$ cat src/rtl/hazard_scoreboard_if.sv
// Hazard scoreboard bus. Register identifiers and stage status flow in from the pipeline,
// and stall, flush and forward controls plus performance counters flow back out.
interface hazard_scoreboard_if #(
  parameter int ADDR_W = 5,
  parameter int CNT_W  = 16
);
  logic [ADDR_W-1:0] Rs1D, Rs2D, Rs1E, Rs2E, RdE, RdM, RdW;
  logic              RegWriteE, PCSrcE, RegWriteM, MemValidM, MemReadyM, RegWriteW;
  logic [1:0]        ResultSrcE;
  logic              StallF, StallD, StallE, StallM;
  logic              FlushD, FlushE, FlushW, MemTimeout;
  logic [1:0]        ForwardAE, ForwardBE;
  logic [CNT_W-1:0]  StallCycles, FlushEvents;

  modport master (
    output Rs1D, Rs2D, Rs1E, Rs2E, RdE, RdM, RdW,
    output RegWriteE, PCSrcE, RegWriteM, MemValidM, MemReadyM, RegWriteW, ResultSrcE,
    input  StallF, StallD, StallE, StallM, FlushD, FlushE, FlushW, MemTimeout,
    input  ForwardAE, ForwardBE, StallCycles, FlushEvents
  );

  modport slave (
    input  Rs1D, Rs2D, Rs1E, Rs2E, RdE, RdM, RdW,
    input  RegWriteE, PCSrcE, RegWriteM, MemValidM, MemReadyM, RegWriteW, ResultSrcE,
    output StallF, StallD, StallE, StallM, FlushD, FlushE, FlushW, MemTimeout,
    output ForwardAE, ForwardBE, StallCycles, FlushEvents
  );
endinterface

$ cat src/rtl/hazard_scoreboard.sv
// Pipeline hazard unit: load-use / RAW interlock, bypass select, memory-wait stall with a
// sticky timeout, and saturating stall/flush event counters.
module hazard_scoreboard #(
  parameter int ADDR_W  = 5,
  parameter int FWD_EN  = 1,
  parameter int TIMEOUT = 16,
  parameter int CNT_W   = 16
) (
  input  logic              clk,
  input  logic              reset,
  hazard_scoreboard_if.slave sb
);
  localparam int                WAIT_W   = $clog2(TIMEOUT + 1);
  localparam logic [WAIT_W-1:0] WAIT_MAX = WAIT_W'(TIMEOUT);
  localparam logic [CNT_W-1:0]  CNT_MAX  = {CNT_W{1'b1}};
  localparam logic [ADDR_W-1:0] REG_ZERO = {ADDR_W{1'b0}};

  function automatic logic src_hit(input logic [ADDR_W-1:0] src, input logic [ADDR_W-1:0] rd,
                                   input logic we);
    return we && (src == rd) && (src != REG_ZERO);
  endfunction

  // The memory-stage ALU result is younger than writeback, so it wins when both match.
  function automatic logic [1:0] fwd_sel(input logic [ADDR_W-1:0] src,
                                         input logic [ADDR_W-1:0] rd_m, input logic we_m,
                                         input logic [ADDR_W-1:0] rd_w, input logic we_w);
    if (src_hit(src, rd_m, we_m)) begin
      return 2'b10;
    end else if (src_hit(src, rd_w, we_w)) begin
      return 2'b01;
    end else begin
      return 2'b00;
    end
  endfunction

  logic              mem_stall_s, lw_stall_s, dep_stall_s, raw_stall_s;
  logic [1:0]        fwd_a_s, fwd_b_s;
  logic              stall_f_s, stall_d_s, stall_e_s, stall_m_s;
  logic              flush_d_s, flush_e_s, flush_w_s;
  logic [WAIT_W-1:0] wait_cnt_r, wait_cnt_nxt_s;
  logic              mem_timeout_r, mem_timeout_nxt_s;
  logic [CNT_W-1:0]  stall_cnt_r, stall_cnt_nxt_s, flush_cnt_r, flush_cnt_nxt_s;

  // Hazard detection and bypass selection.
  always_comb begin
    mem_stall_s = sb.MemValidM & ~sb.MemReadyM;
    lw_stall_s  = (sb.ResultSrcE == 2'b01) && (sb.RdE != REG_ZERO) &&
                  ((sb.Rs1D == sb.RdE) || (sb.Rs2D == sb.RdE));
    dep_stall_s = src_hit(sb.Rs1D, sb.RdE, sb.RegWriteE) | src_hit(sb.Rs2D, sb.RdE, sb.RegWriteE) |
                  src_hit(sb.Rs1D, sb.RdM, sb.RegWriteM) | src_hit(sb.Rs2D, sb.RdM, sb.RegWriteM) |
                  src_hit(sb.Rs1D, sb.RdW, sb.RegWriteW) | src_hit(sb.Rs2D, sb.RdW, sb.RegWriteW);
    if (FWD_EN != 0) begin
      raw_stall_s = lw_stall_s;
      fwd_a_s     = fwd_sel(sb.Rs1E, sb.RdM, sb.RegWriteM, sb.RdW, sb.RegWriteW);
      fwd_b_s     = fwd_sel(sb.Rs2E, sb.RdM, sb.RegWriteM, sb.RdW, sb.RegWriteW);
    end else begin
      raw_stall_s = dep_stall_s;
      fwd_a_s     = 2'b00;
      fwd_b_s     = 2'b00;
    end
  end

  // Stall/flush controls; a memory wait freezes everything up to M and bubbles W.
  always_comb begin
    stall_f_s = 1'b0;
    stall_d_s = 1'b0;
    stall_e_s = 1'b0;
    stall_m_s = 1'b0;
    flush_d_s = 1'b0;
    flush_e_s = 1'b0;
    flush_w_s = 1'b0;
    if (reset) begin
      flush_d_s = 1'b1;
      flush_e_s = 1'b1;
      flush_w_s = 1'b1;
    end else if (mem_stall_s) begin
      stall_f_s = 1'b1;
      stall_d_s = 1'b1;
      stall_e_s = 1'b1;
      stall_m_s = 1'b1;
      flush_w_s = 1'b1;
    end else begin
      stall_f_s = raw_stall_s;
      stall_d_s = raw_stall_s;
      flush_e_s = raw_stall_s | sb.PCSrcE;
      flush_d_s = sb.PCSrcE;
    end
  end

  // Next-state for the wait counter, timeout flag and event counters.
  always_comb begin
    wait_cnt_nxt_s = {WAIT_W{1'b0}};
    if (!mem_stall_s) begin
      wait_cnt_nxt_s = {WAIT_W{1'b0}};
    end else if (wait_cnt_r == WAIT_MAX) begin
      wait_cnt_nxt_s = WAIT_MAX;
    end else begin
      wait_cnt_nxt_s = wait_cnt_r + 1'b1;
    end
    mem_timeout_nxt_s = mem_timeout_r | (mem_stall_s & (wait_cnt_nxt_s == WAIT_MAX));
    if (stall_f_s && (stall_cnt_r != CNT_MAX)) begin
      stall_cnt_nxt_s = stall_cnt_r + 1'b1;
    end else begin
      stall_cnt_nxt_s = stall_cnt_r;
    end
    if (sb.PCSrcE && !mem_stall_s && (flush_cnt_r != CNT_MAX)) begin
      flush_cnt_nxt_s = flush_cnt_r + 1'b1;
    end else begin
      flush_cnt_nxt_s = flush_cnt_r;
    end
  end

  // State registers with synchronous reset.
  always_ff @(posedge clk) begin
    if (reset) begin
      wait_cnt_r    <= {WAIT_W{1'b0}};
      mem_timeout_r <= 1'b0;
      stall_cnt_r   <= {CNT_W{1'b0}};
      flush_cnt_r   <= {CNT_W{1'b0}};
    end else begin
      wait_cnt_r    <= wait_cnt_nxt_s;
      mem_timeout_r <= mem_timeout_nxt_s;
      stall_cnt_r   <= stall_cnt_nxt_s;
      flush_cnt_r   <= flush_cnt_nxt_s;
    end
  end

  assign sb.StallF      = stall_f_s;
  assign sb.StallD      = stall_d_s;
  assign sb.StallE      = stall_e_s;
  assign sb.StallM      = stall_m_s;
  assign sb.FlushD      = flush_d_s;
  assign sb.FlushE      = flush_e_s;
  assign sb.FlushW      = flush_w_s;
  assign sb.ForwardAE   = reset ? 2'b00 : fwd_a_s;
  assign sb.ForwardBE   = reset ? 2'b00 : fwd_b_s;
  assign sb.MemTimeout  = mem_timeout_r;
  assign sb.StallCycles = stall_cnt_r;
  assign sb.FlushEvents = flush_cnt_r;
endmodule

$ cat src/flat_wrapper.sv
// flat-port wrapper written by rule: the top's interface ports become plain ports
module hazard_scoreboard_flat 
#(
  parameter int ADDR_W  = 5,
  parameter int FWD_EN  = 1,
  parameter int TIMEOUT = 16,
  parameter int CNT_W   = 16
)
  (clk, reset, sb_Rs1D, sb_Rs2D, sb_Rs1E, sb_Rs2E, sb_RdE, sb_RdM, sb_RdW, sb_RegWriteE, sb_PCSrcE, sb_RegWriteM, sb_MemValidM, sb_MemReadyM, sb_RegWriteW, sb_ResultSrcE, sb_StallF, sb_StallD, sb_StallE, sb_StallM, sb_FlushD, sb_FlushE, sb_FlushW, sb_MemTimeout, sb_ForwardAE, sb_ForwardBE, sb_StallCycles, sb_FlushEvents);
  hazard_scoreboard_if #(.ADDR_W(ADDR_W), .CNT_W(CNT_W)) sb_i ();
  input  logic clk;
  input  logic reset;
  input wire logic [$bits(sb_i.Rs1D)-1:0] sb_Rs1D;
  input wire logic [$bits(sb_i.Rs2D)-1:0] sb_Rs2D;
  input wire logic [$bits(sb_i.Rs1E)-1:0] sb_Rs1E;
  input wire logic [$bits(sb_i.Rs2E)-1:0] sb_Rs2E;
  input wire logic [$bits(sb_i.RdE)-1:0] sb_RdE;
  input wire logic [$bits(sb_i.RdM)-1:0] sb_RdM;
  input wire logic [$bits(sb_i.RdW)-1:0] sb_RdW;
  input wire logic [$bits(sb_i.RegWriteE)-1:0] sb_RegWriteE;
  input wire logic [$bits(sb_i.PCSrcE)-1:0] sb_PCSrcE;
  input wire logic [$bits(sb_i.RegWriteM)-1:0] sb_RegWriteM;
  input wire logic [$bits(sb_i.MemValidM)-1:0] sb_MemValidM;
  input wire logic [$bits(sb_i.MemReadyM)-1:0] sb_MemReadyM;
  input wire logic [$bits(sb_i.RegWriteW)-1:0] sb_RegWriteW;
  input wire logic [$bits(sb_i.ResultSrcE)-1:0] sb_ResultSrcE;
  output wire logic [$bits(sb_i.StallF)-1:0] sb_StallF;
  output wire logic [$bits(sb_i.StallD)-1:0] sb_StallD;
  output wire logic [$bits(sb_i.StallE)-1:0] sb_StallE;
  output wire logic [$bits(sb_i.StallM)-1:0] sb_StallM;
  output wire logic [$bits(sb_i.FlushD)-1:0] sb_FlushD;
  output wire logic [$bits(sb_i.FlushE)-1:0] sb_FlushE;
  output wire logic [$bits(sb_i.FlushW)-1:0] sb_FlushW;
  output wire logic [$bits(sb_i.MemTimeout)-1:0] sb_MemTimeout;
  output wire logic [$bits(sb_i.ForwardAE)-1:0] sb_ForwardAE;
  output wire logic [$bits(sb_i.ForwardBE)-1:0] sb_ForwardBE;
  output wire logic [$bits(sb_i.StallCycles)-1:0] sb_StallCycles;
  output wire logic [$bits(sb_i.FlushEvents)-1:0] sb_FlushEvents;
  assign sb_i.Rs1D = sb_Rs1D;
  assign sb_i.Rs2D = sb_Rs2D;
  assign sb_i.Rs1E = sb_Rs1E;
  assign sb_i.Rs2E = sb_Rs2E;
  assign sb_i.RdE = sb_RdE;
  assign sb_i.RdM = sb_RdM;
  assign sb_i.RdW = sb_RdW;
  assign sb_i.RegWriteE = sb_RegWriteE;
  assign sb_i.PCSrcE = sb_PCSrcE;
  assign sb_i.RegWriteM = sb_RegWriteM;
  assign sb_i.MemValidM = sb_MemValidM;
  assign sb_i.MemReadyM = sb_MemReadyM;
  assign sb_i.RegWriteW = sb_RegWriteW;
  assign sb_i.ResultSrcE = sb_ResultSrcE;
  assign sb_StallF = sb_i.StallF;
  assign sb_StallD = sb_i.StallD;
  assign sb_StallE = sb_i.StallE;
  assign sb_StallM = sb_i.StallM;
  assign sb_FlushD = sb_i.FlushD;
  assign sb_FlushE = sb_i.FlushE;
  assign sb_FlushW = sb_i.FlushW;
  assign sb_MemTimeout = sb_i.MemTimeout;
  assign sb_ForwardAE = sb_i.ForwardAE;
  assign sb_ForwardBE = sb_i.ForwardBE;
  assign sb_StallCycles = sb_i.StallCycles;
  assign sb_FlushEvents = sb_i.FlushEvents;
  hazard_scoreboard #(.ADDR_W(ADDR_W), .FWD_EN(FWD_EN), .TIMEOUT(TIMEOUT), .CNT_W(CNT_W)) u_core (.clk(clk), .reset(reset), .sb(sb_i));
endmodule
$ cat config.mk
export PLATFORM = sky130hd
export DESIGN_NAME = hazard_scoreboard_flat
export DESIGN_NICKNAME = d
export VERILOG_FILES = /design/src/rtl/hazard_scoreboard_if.sv /design/src/rtl/hazard_scoreboard.sv /design/src/flat_wrapper.sv
export SDC_FILE = /design/constraint.sdc
export NUM_CORES = 1
export LEC_CHECK = 0
export ABC_AREA = 1
export ABC_CLOCK_PERIOD_IN_PS = 2400
export BUFFER_PORTS_ARGS = -buffer_cell sky130_fd_sc_hd__clkbuf_2
export CAP_MARGIN = 20
export CORE_MARGIN = 2
export CORE_UTILIZATION = 55
export DETAILED_ROUTE_END_ITERATION = 16
export PLACE_DENSITY = 0.86
export SYNTH_ARGS = -nofsm -noshare
export SYNTH_HDL_FRONTEND = slang
export SYNTH_SLANG_ARGS = --single-unit
$ cat constraint.sdc
create_clock -name clk -period 2.4 [get_ports clk]
set_input_delay 0.12 -clock clk [delete_from_list [all_inputs] [get_ports clk]]
set_output_delay 0.12 -clock clk [all_outputs]
set_load 0.01 [all_outputs]
Word-level counts from Yosys, hierarchy flattened. Index checks and enable logic that the tools add are counted.

Bits in registers: 38. Logic and storage cells: 58. Bits of input ports: 45.

Bitwise operators: 5. Mux-type cells: 17. Equality and inequality tests: 11. Reduce and logical (&&, ||, !) cells: 18. Add/subtract/negate cells: 3.

Operator list (number): $add 16x1->16 const B (2); $ne 16x16->1 const B (2); $eq 5x5->1 (6); $reduce_bool 5->1 (3); $logic_and 1x1->1 (13); $mux 1 (11); $eq 5x5->1 const B (2); $mux 5 (2); $mux 2 (4); $add 5x1->5 const B (1); $and 1x1->1 (2); $eq 2x1->1 const B (1); $or 1x1->1 (2); $logic_not 1->1 (1); $logic_or 1x1->1 (1); $not 1->1 (1).

Logic depth before layout (Yosys ltp).
Word-level depth: 6. Depth in mapped cells: 12. Mapped depth without buffers: 12.

Worst setup path before layout. OpenSTA, ideal clock, no wires.

Path kind: register -> register. Start point: reg u_core.stall_cnt_r[0] (netlist: u_core.sb.StallCycles[0]). End point: reg u_core.stall_cnt_r[0] (netlist: u_core.sb.StallCycles[0]). Clock period less this slack: 1.681 ns. Stages on the path, launching flop included: 10. Data arrival time: 1.566 ns. Library setup time: 0.115 ns. Setup slack: 0.719 ns. Required time: 2.285 ns. Cells stage by stage: dfxtp_1 -> ha_1 -> nand2_2 -> nor2_2 -> nand2_2 -> nor3_4 -> nand3_4 -> buf_6 -> a21oi_1 -> nor2_1.

Word-level cells in the longest chain between the ends: 2. Elaborated cells between the ends (all ways): 3. Classes of those cells: add/sub (1); eq/ne (1); reduce/logical (1).

Ends and longest elaborated chain: start: declaration (line hazard_scoreboard.sv:42) `logic [CNT_W-1:0] stall_cnt_r, stall_cnt_nxt_s, flush_cnt_r, flush_cnt_nxt_s;`; start signal: assignment (line hazard_scoreboard.sv:118) `stall_cnt_r <= {CNT_W{1'b0}};`; start signal: assignment (line hazard_scoreboard.sv:123) `stall_cnt_r <= stall_cnt_nxt_s;`; parallel branches: the longest is 2 deep, another holds $add 16x1->16.

Parallel ways; which one is timed is not known. A chain may end at the register's enable or synchronous reset.

Worst setup path in the final report.
Start point: reg u_core.flush_cnt_r[11] (netlist: u_core.sb.FlushEvents[11]). End point: reg u_core.flush_cnt_r[7] (netlist: u_core.sb.FlushEvents[7]).

Word-level cells in the longest chain between the ends: 2.

Ends and longest elaborated chain: start: declaration (line hazard_scoreboard.sv:42); start signal: assignment (line hazard_scoreboard.sv:119) `flush_cnt_r <= {CNT_W{1'b0}};`; start signal: assignment (line hazard_scoreboard.sv:124) `flush_cnt_r <= flush_cnt_nxt_s;`; $ne 16x16->1 (line hazard_scoreboard.sv:106) `if (sb.PCSrcE && !mem_stall_s && (flush_cnt_r != CNT_MAX)) begin`; $logic_and 1x1->1 (line hazard_scoreboard.sv:106).

No other way between the ends.

==> reports/metrics.yaml <==
drv_cap: 0
finalCritPeriodShare: 0.8076
r2r-end: "u_core.sb.FlushEvents[7]"
synth_cell_type_count: 39
first_iter_violations: 165
grt_overflow: 0
register_area_um2: 760.7
worstPathRequired_ps: 2570
endpoint: "u_core.sb.FlushEvents[7]"
layout_common_cells: "nand2_1, clkbuf_2, inv_1"
place_hpwl_mm: 5.041
p_leak_nw: 1.573
antenna_found_initial: 0
wire_per_inst_um: 10.97
io-pin-count: 89
fmax_ghz: 0.5159
post-route-util: 0.6842
finClkSkew_ps: 7.478
syn_inst: 435
vias: 2993
area_delta_synth_final_pct: 19.53
cts_hold_buf: 0
n_antenna_cell: 0
vias_per_cell: 5.099
worstSetupStartpointType: "register"
power.density_nw_per_um2: 390.4
synth-edff-count: 0
async_flop_share: 0
clk_pin_slew_ps: 70
wl_mm: 6.442
cts.sinks: 38
track_usage: 0.2406
cp.arrival_ps: 2110
hold_class: "in -> reg"
core-area_um2: 4723
die_w_um: 74.12
peakVddDrop_uv: 203.3
rows: 25
grt_pass1_wl_mm: 10.49
r2r_start: "u_core.sb.FlushEvents[11]"
post-route-min-period_ps: 1938
synth_flop_cell: "dfxtp_1"
first_global_vias: 2599
insertion_delay_ps: 290
drv_slew: 0
hold_viol: 0
cts-resized-gates: 0
multi_input_area_um2: 1602
rsz0062_at_grt: "no"
cts_buffer_depth: 2
fill_cells: 412
syn_area_um2: 2704
die-area_um2: 5493
crit_fanout: 12
mappedNetlistNets: 484
final_common_cell: "nand2_1"
tightest_slew_ps: 495.3
setup_tns_ps: 0
crit_path_start: "u_core.sb.FlushEvents[11]"
post_cts_buffers: 0
io_buffers: 87
cts_tree: "built"
synth-seq-area-share: 0.2814
outcome: "finished clean"
relSlewSlack: 0.6690
cts_buffers: 5
remaining_drc_errors: 0
gp_congestion: 0.8622
grt_max_degree: 24
yosys_warnings: 0
path_class: "reg -> reg"
r2r_cells: 8
die_y_um: 74.12
htree_num_levels: 2
clockRootBuffer: "clkbuf_8"
synth-seq-cells: 38
setup_violations: 0
synth_area_per_cell_um2: 6.216
end_kind: "register"
reg2reg_slack_ps: 460
first_pass_iters: 4
drive_gt1_frac: 0.2192
initial_core_util: 0.5725
final_antenna_net_count: 0
fin_nets: 569
power breakdown:
group | switching [mW] | internal, mW
logic | 0.121 | 0.0822
clock network | 0.213 | 0.200
registers | 0.00797 | 0.638
total | 0.342 | 0.920
cells by family (layout without fill, tap and decap cells):
kind of cell,count (synthesis),in the layout,synth area share
compound gates,40,40,0.08515
xor+xnor,16,16,0.05183
fa+ha+maj,4,4,0.01851
buf+inv,81,166,0.1263
flops,38,38,0.2814
simple gates,256,256,0.4368
synth_stat cells, drive strengths merged (3+ instances only):
library cell    n  area [µm²]
xnor2           8       70.07
nor3           10       76.33
xor2            8       70.07
ha              4       50.05
a21oi          19       95.09
nand2         114       440.4
nor2           68       267.8
nand4          10       68.81
nor3b           3       22.52
o2111ai         3       26.28
nand3b          5       50.05
inv            70       262.8
buf            10       75.06
nand3          41       217.7
o21ai          10       50.05
dfxtp          38       760.7
worst min path at each step:
stage,from,to,slack [ps],cells after the start
6_report,sb_MemReadyM,u_core.wait_cnt_r[1],150,4
4_1_cts,sb_MemReadyM,u_core.wait_cnt_r[1],150,4
3_5_place_dp,u_core.sb.MemTimeout,u_core.sb.MemTimeout,450,2
3_3_place_gp,sb_MemReadyM,u_core.wait_cnt_r[1],430,4
2_1_floorplan,sb_MemReadyM,u_core.wait_cnt_r[1],300,3
5_1_grt,sb_MemReadyM,u_core.wait_cnt_r[1],180,4
per-layer routing:
layer | track usage | wire (µm) | vias up
met5 | 0 | 0 | -
met4 | 0.09899 | 86 | 0
met3 | 0.03117 | 393 | 9
met2 | 0.4335 | 3125 | 114
met1 | 0.2870 | 2837 | 1319
li1 | - | - | 1551
through the flow:
stage	setup slack [ps]	total power, mW	hold WS, ps	instances	cell area [µm²]
global placement	545.3	0.8567	433.9	580	3156
global route	364.4	1.320	180.6	587	3232
finish	461.7	1.262	149.7	587	3232
detailed placement	496.6	0.8641	454.7	580	3156
CTS	465.5	1.277	150.2	587	3232
floorplan	718.5	0.7828	302.4	435	2704
area by class of cell:
type / instances / area share
Inverter: 71 / 0.08246
Clock buffer: 7 / 0.02362
Tap cell: 67 / 0.02594
Sequential cell: 38 / 0.2354
Timing Repair Buffer: 88 / 0.1370
Multi-Input combinational cell: 316 / 0.4955
worst max-delay path, cell delays in order, from the launching register on:
cell and delay, ps:
dfxtp_1 400, nand2_1 140, nor3_1 220, nand3_1 140
nand2_1 350, inv_1 230, nand2_1 120, xor2_1 160
nor2_1 50
sequential cells by signal, indices dropped and copies added (netlist names):
register / cells
u_core.sb.FlushEvents: 16
u_core.sb.StallCycles: 16
u_core.wait_cnt_r: 5
u_core.sb.MemTimeout: 1
Power figures use the tool's default switching activity.
